<file path="src/rtl/mem_sequencer.sv">
// mem_sequencer: turns one 1/2/4/8-byte big-endian load/store request into a
// sequence of byte transactions on an 8-bit memory port.
//
// Ports:
//   clk, reset                     clock, asynchronous active-high reset
//   req, we, size, signext         request strobe, store/load, 2^size bytes, sign-extend loads
//   addr, wdata                    first (most significant) byte address, store data (low bytes)
//   busy, done, err, rdata         status, completion pulse, illegal-size pulse, load result
//   mem_data_out, mem_data_in      byte from / to memory
//   mem_raddr, mem_waddr           read / write byte address
//   mem_write, mem_ready           write strobe, memory ready (0 stalls the current byte)
module mem_sequencer #(
  parameter int unsigned addr_width   = 9,
  parameter int unsigned data_width   = 32,
  parameter int unsigned read_latency = 2
) (
  input  logic                  clk,
  input  logic                  reset,
  input  logic                  req,
  input  logic                  we,
  input  logic [1:0]            size,
  input  logic                  signext,
  input  logic [addr_width-1:0] addr,
  input  logic [data_width-1:0] wdata,
  output logic                  busy,
  output logic                  done,
  output logic                  err,
  output logic [data_width-1:0] rdata,
  input  logic [7:0]            mem_data_out,
  output logic [7:0]            mem_data_in,
  output logic [addr_width-1:0] mem_raddr,
  output logic [addr_width-1:0] mem_waddr,
  output logic                  mem_write,
  input  logic                  mem_ready
);

  localparam int unsigned max_bytes = data_width / 8;
  localparam int unsigned lat_w     = (read_latency > 1) ? $clog2(read_latency) : 1;
  localparam logic [lat_w-1:0] lat_init = lat_w'(read_latency - 1);

  typedef enum logic [1:0] {IDLE, READ, WRITE} state_t;

  state_t                state, state_nx;
  logic [1:0]            size_r, size_nx;
  logic                  signext_r, signext_nx;
  logic [addr_width-1:0] addr_r, addr_nx;
  logic [data_width-1:0] wdata_r, wdata_nx;
  logic [3:0]            idx, idx_nx;
  logic [lat_w-1:0]      lat, lat_nx;
  logic [data_width-1:0] asm_r, asm_nx;
  logic                  busy_nx, done_nx, err_nx, mem_write_nx;
  logic [data_width-1:0] rdata_nx;
  logic [addr_width-1:0] mem_raddr_nx, mem_waddr_nx;
  logic [7:0]            mem_data_in_nx;

  logic [3:0]            nb_r, idx_inc;
  logic                  last;
  logic [data_width-1:0] ones, fill_mask, sign_sh;

  // Byte k of d, counting from the least significant byte.
  function automatic logic [7:0] byte_of(input logic [data_width-1:0] d, input logic [3:0] k);
    logic [data_width-1:0] s;
    s = d >> {k, 3'b000};
    return s[7:0];
  endfunction

  always_comb begin
    state_nx       = state;
    size_nx        = size_r;
    signext_nx     = signext_r;
    addr_nx        = addr_r;
    wdata_nx       = wdata_r;
    idx_nx         = idx;
    lat_nx         = lat;
    asm_nx         = asm_r;
    busy_nx        = busy;
    done_nx        = 1'b0;
    err_nx         = 1'b0;
    rdata_nx       = rdata;
    mem_raddr_nx   = mem_raddr;
    mem_waddr_nx   = mem_waddr;
    mem_data_in_nx = mem_data_in;
    mem_write_nx   = mem_write;
    sign_sh        = '0;

    nb_r      = 4'd1 << size_r;
    idx_inc   = idx + 4'd1;
    last      = (idx_inc == nb_r);
    ones      = '1;
    // Bits above the access width; all-zero for a full-width access.
    fill_mask = ones << {nb_r, 3'b000};

    case (state)
      IDLE: begin
        if (req) begin
          size_nx    = size;
          signext_nx = signext;
          addr_nx    = addr;
          wdata_nx   = wdata;
          idx_nx     = '0;
          if ((32'd1 << size) > max_bytes) begin
            done_nx = 1'b1;
            err_nx  = 1'b1;
            busy_nx = 1'b0;
          end else if (we) begin
            state_nx       = WRITE;
            busy_nx        = 1'b1;
            mem_waddr_nx   = addr;
            mem_data_in_nx = byte_of(wdata, (4'd1 << size) - 4'd1);
            mem_write_nx   = 1'b1;
          end else begin
            state_nx     = READ;
            busy_nx      = 1'b1;
            mem_raddr_nx = addr;
            lat_nx       = lat_init;
            asm_nx       = '0;
          end
        end
      end

      READ: begin
        if (mem_ready) begin
          if (lat == '0) begin
            asm_nx = (asm_r << 8) | data_width'(mem_data_out);
            if (last) begin
              sign_sh  = asm_nx >> (7'({nb_r, 3'b000}) - 7'd1);
              rdata_nx = (signext_r && sign_sh[0]) ? (asm_nx | fill_mask) : asm_nx;
              done_nx  = 1'b1;
              busy_nx  = 1'b0;
              state_nx = IDLE;
            end else begin
              idx_nx       = idx_inc;
              mem_raddr_nx = addr_r + addr_width'(idx_inc);
              lat_nx       = lat_init;
            end
          end else begin
            lat_nx = lat - lat_w'(1);
          end
        end
      end

      WRITE: begin
        // mem_write is always high here, so mem_ready alone marks acceptance.
        if (mem_ready) begin
          if (last) begin
            mem_write_nx = 1'b0;
            done_nx      = 1'b1;
            busy_nx      = 1'b0;
            state_nx     = IDLE;
          end else begin
            idx_nx         = idx_inc;
            mem_waddr_nx   = addr_r + addr_width'(idx_inc);
            mem_data_in_nx = byte_of(wdata_r, nb_r - idx_inc - 4'd1);
          end
        end
      end

      default: state_nx = IDLE;
    endcase
  end

  always_ff @(posedge clk or posedge reset) begin
    if (reset) begin
      state       <= IDLE;
      size_r      <= '0;
      signext_r   <= 1'b0;
      addr_r      <= '0;
      wdata_r     <= '0;
      idx         <= '0;
      lat         <= '0;
      asm_r       <= '0;
      busy        <= 1'b0;
      done        <= 1'b0;
      err         <= 1'b0;
      rdata       <= '0;
      mem_raddr   <= '0;
      mem_waddr   <= '0;
      mem_data_in <= '0;
      mem_write   <= 1'b0;
    end else begin
      state       <= state_nx;
      size_r      <= size_nx;
      signext_r   <= signext_nx;
      addr_r      <= addr_nx;
      wdata_r     <= wdata_nx;
      idx         <= idx_nx;
      lat         <= lat_nx;
      asm_r       <= asm_nx;
      busy        <= busy_nx;
      done        <= done_nx;
      err         <= err_nx;
      rdata       <= rdata_nx;
      mem_raddr   <= mem_raddr_nx;
      mem_waddr   <= mem_waddr_nx;
      mem_data_in <= mem_data_in_nx;
      mem_write   <= mem_write_nx;
    end
  end

endmodule

</file>
<file path="config.mk">
export PLATFORM = sky130hd
export DESIGN_NAME = mem_sequencer
export DESIGN_NICKNAME = d
export VERILOG_FILES = /design/src/rtl/mem_sequencer.sv
export SDC_FILE = /design/constraint.sdc
export NUM_CORES = 1
export LEC_CHECK = 0
export ABC_AREA = 1
export CAP_MARGIN = 40
export CORE_MARGIN = 8
export CORE_UTILIZATION = 58
export DETAILED_ROUTE_END_ITERATION = 10
export DONT_BUFFER_PORTS = 1
export MAX_ROUTING_LAYER = met4
export PLACE_DENSITY = 0.76
export REMOVE_ABC_BUFFERS = 1
export SLEW_MARGIN = 15
export SYNTH_ARGS = -nofsm -noshare
export SYNTH_HDL_FRONTEND = slang
export SYNTH_SLANG_ARGS = --single-unit
</file>
<file path="constraint.sdc">
create_clock -name clk -period 5 [get_ports clk]
set_clock_uncertainty 0.2 [all_clocks]
set_input_delay 1 -clock clk [delete_from_list [all_inputs] [get_ports clk]]
set_output_delay 1 -clock clk [all_outputs]
set_load 0.02 [all_outputs]
</file>
# After elaboration in Yosys (flattened, before gate mapping)
# Index checks and enable logic that the tools add are counted.
[totals]
ram_bits = 0
latch_bits = 0
mem_count = 0
out_inout_bits = 62
romBits = 0
elab_cells = 128
inputBits = 57
register_bits = 137
[op_classes]
n_eq_ne = 13
n_div = 0
multipliers = 0
n_reduce_logical = 14
n_shift = 7
magnitude_cmp = 1
bitwise = 3
muxes = 67
n_addsub = 7
[op_table]
columns = ["cell", "n"]
rows = [
  ["two-way mux 24 bit", 5],
  ["two-way mux 9 bit", 10],
  ["right shift 32 x 7 -> 8 bit", 2],
  ["one-hot mux 24 bit (2 select lines)", 1],
  ["two-way mux 8 bit", 5],
  ["one-hot mux 9 bit (2 select lines)", 2],
  ["> comparator 32 x 3 -> 1 bit (second input constant)", 1],
  ["two-way mux 32 bit", 1],
  ["OR 32 bit", 1],
  ["OR 32 x 8 -> 32 bit", 1],
  ["<< shifter 1 x 2 -> 32 bit (first input constant)", 1],
  ["<< shifter 32 x 7 -> 32 bit (first input constant)", 1],
  ["right shift 32 x 7 -> 1 bit", 1],
  ["two-way mux 1 bit", 24],
  ["two-way mux 4 bit", 5],
  ["!= test 2 bit (second input constant)", 10],
  ["AND reduction 6 bit", 3],
  ["one-hot mux 8 bit (2 select lines)", 1],
  ["AND reduction 5 bit", 3],
  ["two-way mux 2 bit", 7],
  ["one-hot mux 4 bit (3 select lines)", 1],
  ["adder 9 x 4 -> 9 bit", 1],
  ["<< shifter 1 x 2 -> 4 bit (first input constant)", 2],
  ["subtractor 4 x 1 -> 4 bit (second input constant)", 2],
  ["other kinds (18)", 21],
]

# Depth between registers and ports, before layout
[depth]
ltp_word = 7
depth_mapped = 16
ltp_nobuf = 16

# Least setup slack after synthesis
# No wires, ideal clock.
[synth_path]
path_type = "register to register"
from = "register idx[0]"
to = "register mem_data_in[7]"
setup_time_ns = 0.077
period_less_slack_ns = 2.448
n_path_buf = 0
stages_incl_launch_ff = 14
slack_ns = 2.552
arrival_ns = 2.170
required_time_ns = 4.723
path_cell_list = "dfrtp_1 -> ha_1 -> inv_1 -> nand3_2 -> nand2_1 -> inv_1 -> ha_1 -> inv_1 -> o21ai_0 -> o21ai_0 -> inv_1 -> nor2_1 -> nand3_1 -> a21oi_1"
[synth_between]
elab_chain_len = 7
word_cells_on_any_way = 10
classes_between = "add/sub (3); eq/ne (2); shift (1); mux (3); reduce/logical (1)"
[synth_lines]
columns = ["element", "line_no", "rtl"]
rows = [
  ["from (decl)", "48", "logic [3:0] idx, idx_nx;"],
  ["from (signal assigned)", "186", "idx <= idx_nx;"],
  ["adder 4 x 1 -> 4 bit (*)", "87", "idx_inc = idx + 4'd1;"],
  ["subtractor 4 bit", "153", "mem_data_in_nx = byte_of(wdata_r, nb_r - idx_inc - 4'd1);"],
  ["subtractor 4 x 1 -> 4 bit", "153", ""],
  ["right shift 32 x 7 -> 8 bit", "63", "s = d >> {k, 3'b000};"],
  ["two-way mux 8 bit", "145", "if (last) begin"],
  ["two-way mux 8 bit", "144", "if (mem_ready) begin"],
  ["one-hot mux 8 bit (2 select lines)", "93", "case (state)"],
  ["to (signal assigned)", "195", "mem_data_in <= mem_data_in_nx;"],
  ["to (decl)", "30", "output logic [7:0] mem_data_in,"],
]
# Every way passes the cells marked *; elsewhere a longest branch is shown, timed or not. The select of a mux whose other input is x is not followed.
# A chain may end at the register's enable or synchronous reset.

# Worst setup path after layout
[layout_path]
from = "register size_r[0]"
to = "register rdata[26]"
[layout_between]
elab_chain_len = 5
word_cells_on_any_way = 9
classes_between = "add/sub (1); eq/ne (1); shift (3); mux (1); bitwise (1); reduce/logical (2)"
[layout_lines]
columns = ["element", "line_no", "rtl"]
rows = [
  ["from (decl)", "44", "logic [1:0] size_r, size_nx;"],
  ["from (signal assigned)", "182", "size_r <= size_nx;"],
  ["<< shifter 1 x 2 -> 4 bit (*)", "86", "nb_r = 4'd1 << size_r;"],
  ["subtractor 7 x 1 -> 7 bit", "126", "sign_sh = asm_nx >> (7'({nb_r, 3'b000}) - 7'd1);"],
  ["right shift 32 x 7 -> 1 bit", "126", ""],
  ["logical AND 1 bit", "127", "rdata_nx = (signext_r && sign_sh[0]) ? (asm_nx | fill_mask) : asm_nx;"],
  ["two-way mux 32 bit", "127", ""],
  ["to (signal assigned)", "192", "rdata <= rdata_nx;"],
  ["to (decl)", "28", "output logic [data_width-1:0] rdata,"],
]
# Every way passes the cells marked *; elsewhere a longest branch is shown, timed or not.

==> impl_results.md <==
- # IOs: 119
- Max Slew Vio Count: 0
- DRT iter0 DRCs: between 400 and 500
- Mapped Area: between 7000 and 8000 um^2
- Die H: approximately 130 um
- 1st-pass router iterations: 6
- Crit start category: flip-flop
- WHS: between 0.2 and 0.25 ns
- Gr usage total: 0.217
- CTS root buf: clkbuf_16
- Worst-path cell chain: nor2_1, ha_1, inv_1, nor2_4, nand3_4, inv_4, nand3_4, nand2_1, o21ai_2
- Clk sinks: 137
- #FFs+latches synth: about 140
- Gate Count Post-Synth: between 800 and 900
- Setup-failing EPs final: 0
- Share of the synthesized area in the top cell type: 0.488
- Vias in the first global route: 5357
- Synth warn: 0
- Post-detail-place hpwl: 11.4 mm
- Post-synth EDFFs: 0
- Setup TNS: 0 ns
- First-pass GRT wire length: around 27 mm
- Final hold vios: 0
- Critical path fanouts, max: 64
- Via Count: roughly 5500
- Post-synth ARST share: 1.00
- CTS tree: built
- Post-synthesis cell type count: 40
- Pwr dens: ~700 nW/um^2
- Vias per cell: 5.55
- CP endpoint kind: flip-flop
- Worst Path Required: roughly 5.1 ns
- Grt total ovfl: 0
- Drt drc: 0
- Outcome: finished clean
- Max-slew headroom at the worst pin: 0.468
- Final ANT Viol Nets: 0
- Arrival @ worst endpoint: ~3.4 ns
- Biggest area consumer among synthesized cells: dfrtp_1
- Final worst slack: roughly 1.6 ns
- # rows: 40
- Worst hold path class: input pin to async pin
- Core Region: around 12000 um^2
- RD Place Congestion: approximately 0.9
- Clk buf depth: 2
- Worst slew pin tran: 0.799 ns
- Ys flop type: dfrtp_1
- Peak supply drop: between 0.3 and 0.4 mV
- Top post-synthesis cells by count: nand2_1 (196), dfrtp_1 (137), inv_1 (121)
- Fin crit period: approximately 3.4 ns
- Die area: between 15000 and 20000 um^2
- Area Overhead vs Synth: 8.71%
- Post-placement setup slack: ~1.7 ns
- Setup CP Type: flip-flop to flip-flop
- Leakage: 3.81 nW
- Slowest cell on crit path: ha_1
- CTS Hold Bufs: 0
- H-tree level count: 4
- Cell with the most instances after synthesis: nand2_1
- Initial Util: 0.590
- Final #Nets: ~900
- Pin count of the biggest net entering global routing: 70
- Antenna diodes: 0
- Die width: 126 um
- CP dominant cell by count: nand3_4
- Total CTS buffers: 17
- Initial antenna violation count: 0
- Post-CTS Repair Setup Buffers: 0
- Clock network latency to the later pin of the worst-skew pair: roughly 0.42 ns
- Final period util: 0.672
- Worst-path clk slew: 0.06 ns
- Layout cells sized above 1: 0.125
- RSZ-0062 raised after global routing: false
- Tot Pwr: 5.34 mW
- IO buf count: 0
- Synth top area cells: dfrtp_1 (49%), nand2_1 (10%), inv_1 (6.5%)
- Post-cts resize count: 0
- Final wirelength: about 16 mm
- Avg Inst Size Synth: approximately 8.4 um^2
- Fmax: about 0.30 GHz
- Register area share after synthesis: 0.488
- Wire per inst: approximately 17 um
- Max stage delay on crit path: between 0.6 and 0.7 ns
- Max Cap Violations: 0
## registers in the layout (all words and copies together), names as in the netlist, 4 cells and up
name / count
rdata: 32
wdata_r: 32
asm_r: 24
addr_r: 9
mem_raddr: 9
mem_waddr: 9
mem_data_in: 8
idx: 4
## worst max-delay path: cells and delay by family, from the launching register on
family / cells / cell delay [ns]
AO/OA/AOI/OAI: 1 / 0.07
flip-flops: 1 / 0.51
buffers and inverters: 2 / 0.49
adder cells (fa/ha/maj): 1 / 0.62
AND/OR/NAND/NOR: 5 / 1.30
## final timing paths
check | slack (ns) | start | depth (start not counted) | end
setup reg to reg | 1.64 | size_r[0] | 9 | rdata[26]
setup / recovery | 1.64 | size_r[0] | 9 | rdata[26]
hold reg to reg | 0.29 | wdata_r[11] | 2 | wdata_r[11]
max in group asynchronous | 3.65 | reset | 2 | wdata_r[12]
hold / removal | 0.23 | reset | 1 | rdata[16]
min in group clk | 0.29 | wdata_r[11] | 2 | wdata_r[11]
## per-stage QoR
stage          instances  area (um^2)   util
5_1_grt              985         7640  0.641
4_1_cts              985         7640  0.641
3_3_place_gp         952         7040  0.591
3_5_place_dp         953         7070  0.593
6_report             985         7640  0.641
2_1_floorplan        799         6800      -
## cell families after synthesis
logic type | share of synthesized area
and+or+nand+nor | 0.202
AOI/OAI and AO/OA | 0.146
buffers and inverters | 0.0996
DFF | 0.488
muxes | 0.0383
adders and majority gates | 0.0224
xor gates and xnor gates | 0.00374
## layout by cell type (no fill, tap or decap), types with 2 or more instances in the layout
| cell type | netlist | final |
|---|---|---|
| xnor2_1 | 2 | 2 |
| inv_1 | 121 | 120 |
| nand3b_1 | 2 | 2 |
| nand4_1 | 7 | 7 |
| dfrtp_1 | 137 | 137 |
| nand3_1 | 56 | 56 |
| nand3_2 | 3 | 3 |
| a21oi_1 | 29 | 29 |
| o211ai_1 | 9 | 9 |
| nand2_4 | 3 | 3 |
| inv_2 | 4 | 4 |
| a31oi_1 | 2 | 2 |
| nor2_1 | 47 | 47 |
| clkinv_2 | 0 | 7 |
| nand3_4 | 2 | 2 |
| clkbuf_16 | 0 | 17 |
| nand2_2 | 1 | 2 |
| mux2_2 | 23 | 23 |
| clkinv_4 | 0 | 3 |
| nand2_1 | 196 | 195 |
| o21ai_0 | 77 | 77 |
| o21ai_1 | 16 | 16 |
| o22ai_1 | 7 | 7 |
| ha_1 | 11 | 11 |
| buf_4 | 3 | 6 |
| bufinv_16 | 0 | 2 |
| o21ai_2 | 25 | 25 |
| o21a_1 | 7 | 7 |
## layer usage
layer	global-route usage	vias to the layer above	share of wire
li1	-	2672	-
met1	0.243	2584	0.42
met2	0.350	182	0.49
met3	0.0759	29	0.071
met4	0.0870	0	0.023
met5	-	-	0
## power by group
part	leakage, nW	internal, mW	switching (mW)
logic	1.78	0.719	1.35
registers	1.74	1.53	0.535
clock network	0.286	0.741	0.470
total	3.81	2.99	2.35
## cell type report
type,count,area (um^2)
multi-input combinational,536,2900
fill,994,4270
clock buffer,19,443
clock inverter,13,129
tap,147,184
sequential,137,3430
inverter,126,480
timing repair buffer,7,72.6
(Power assumes the default switching activity.)
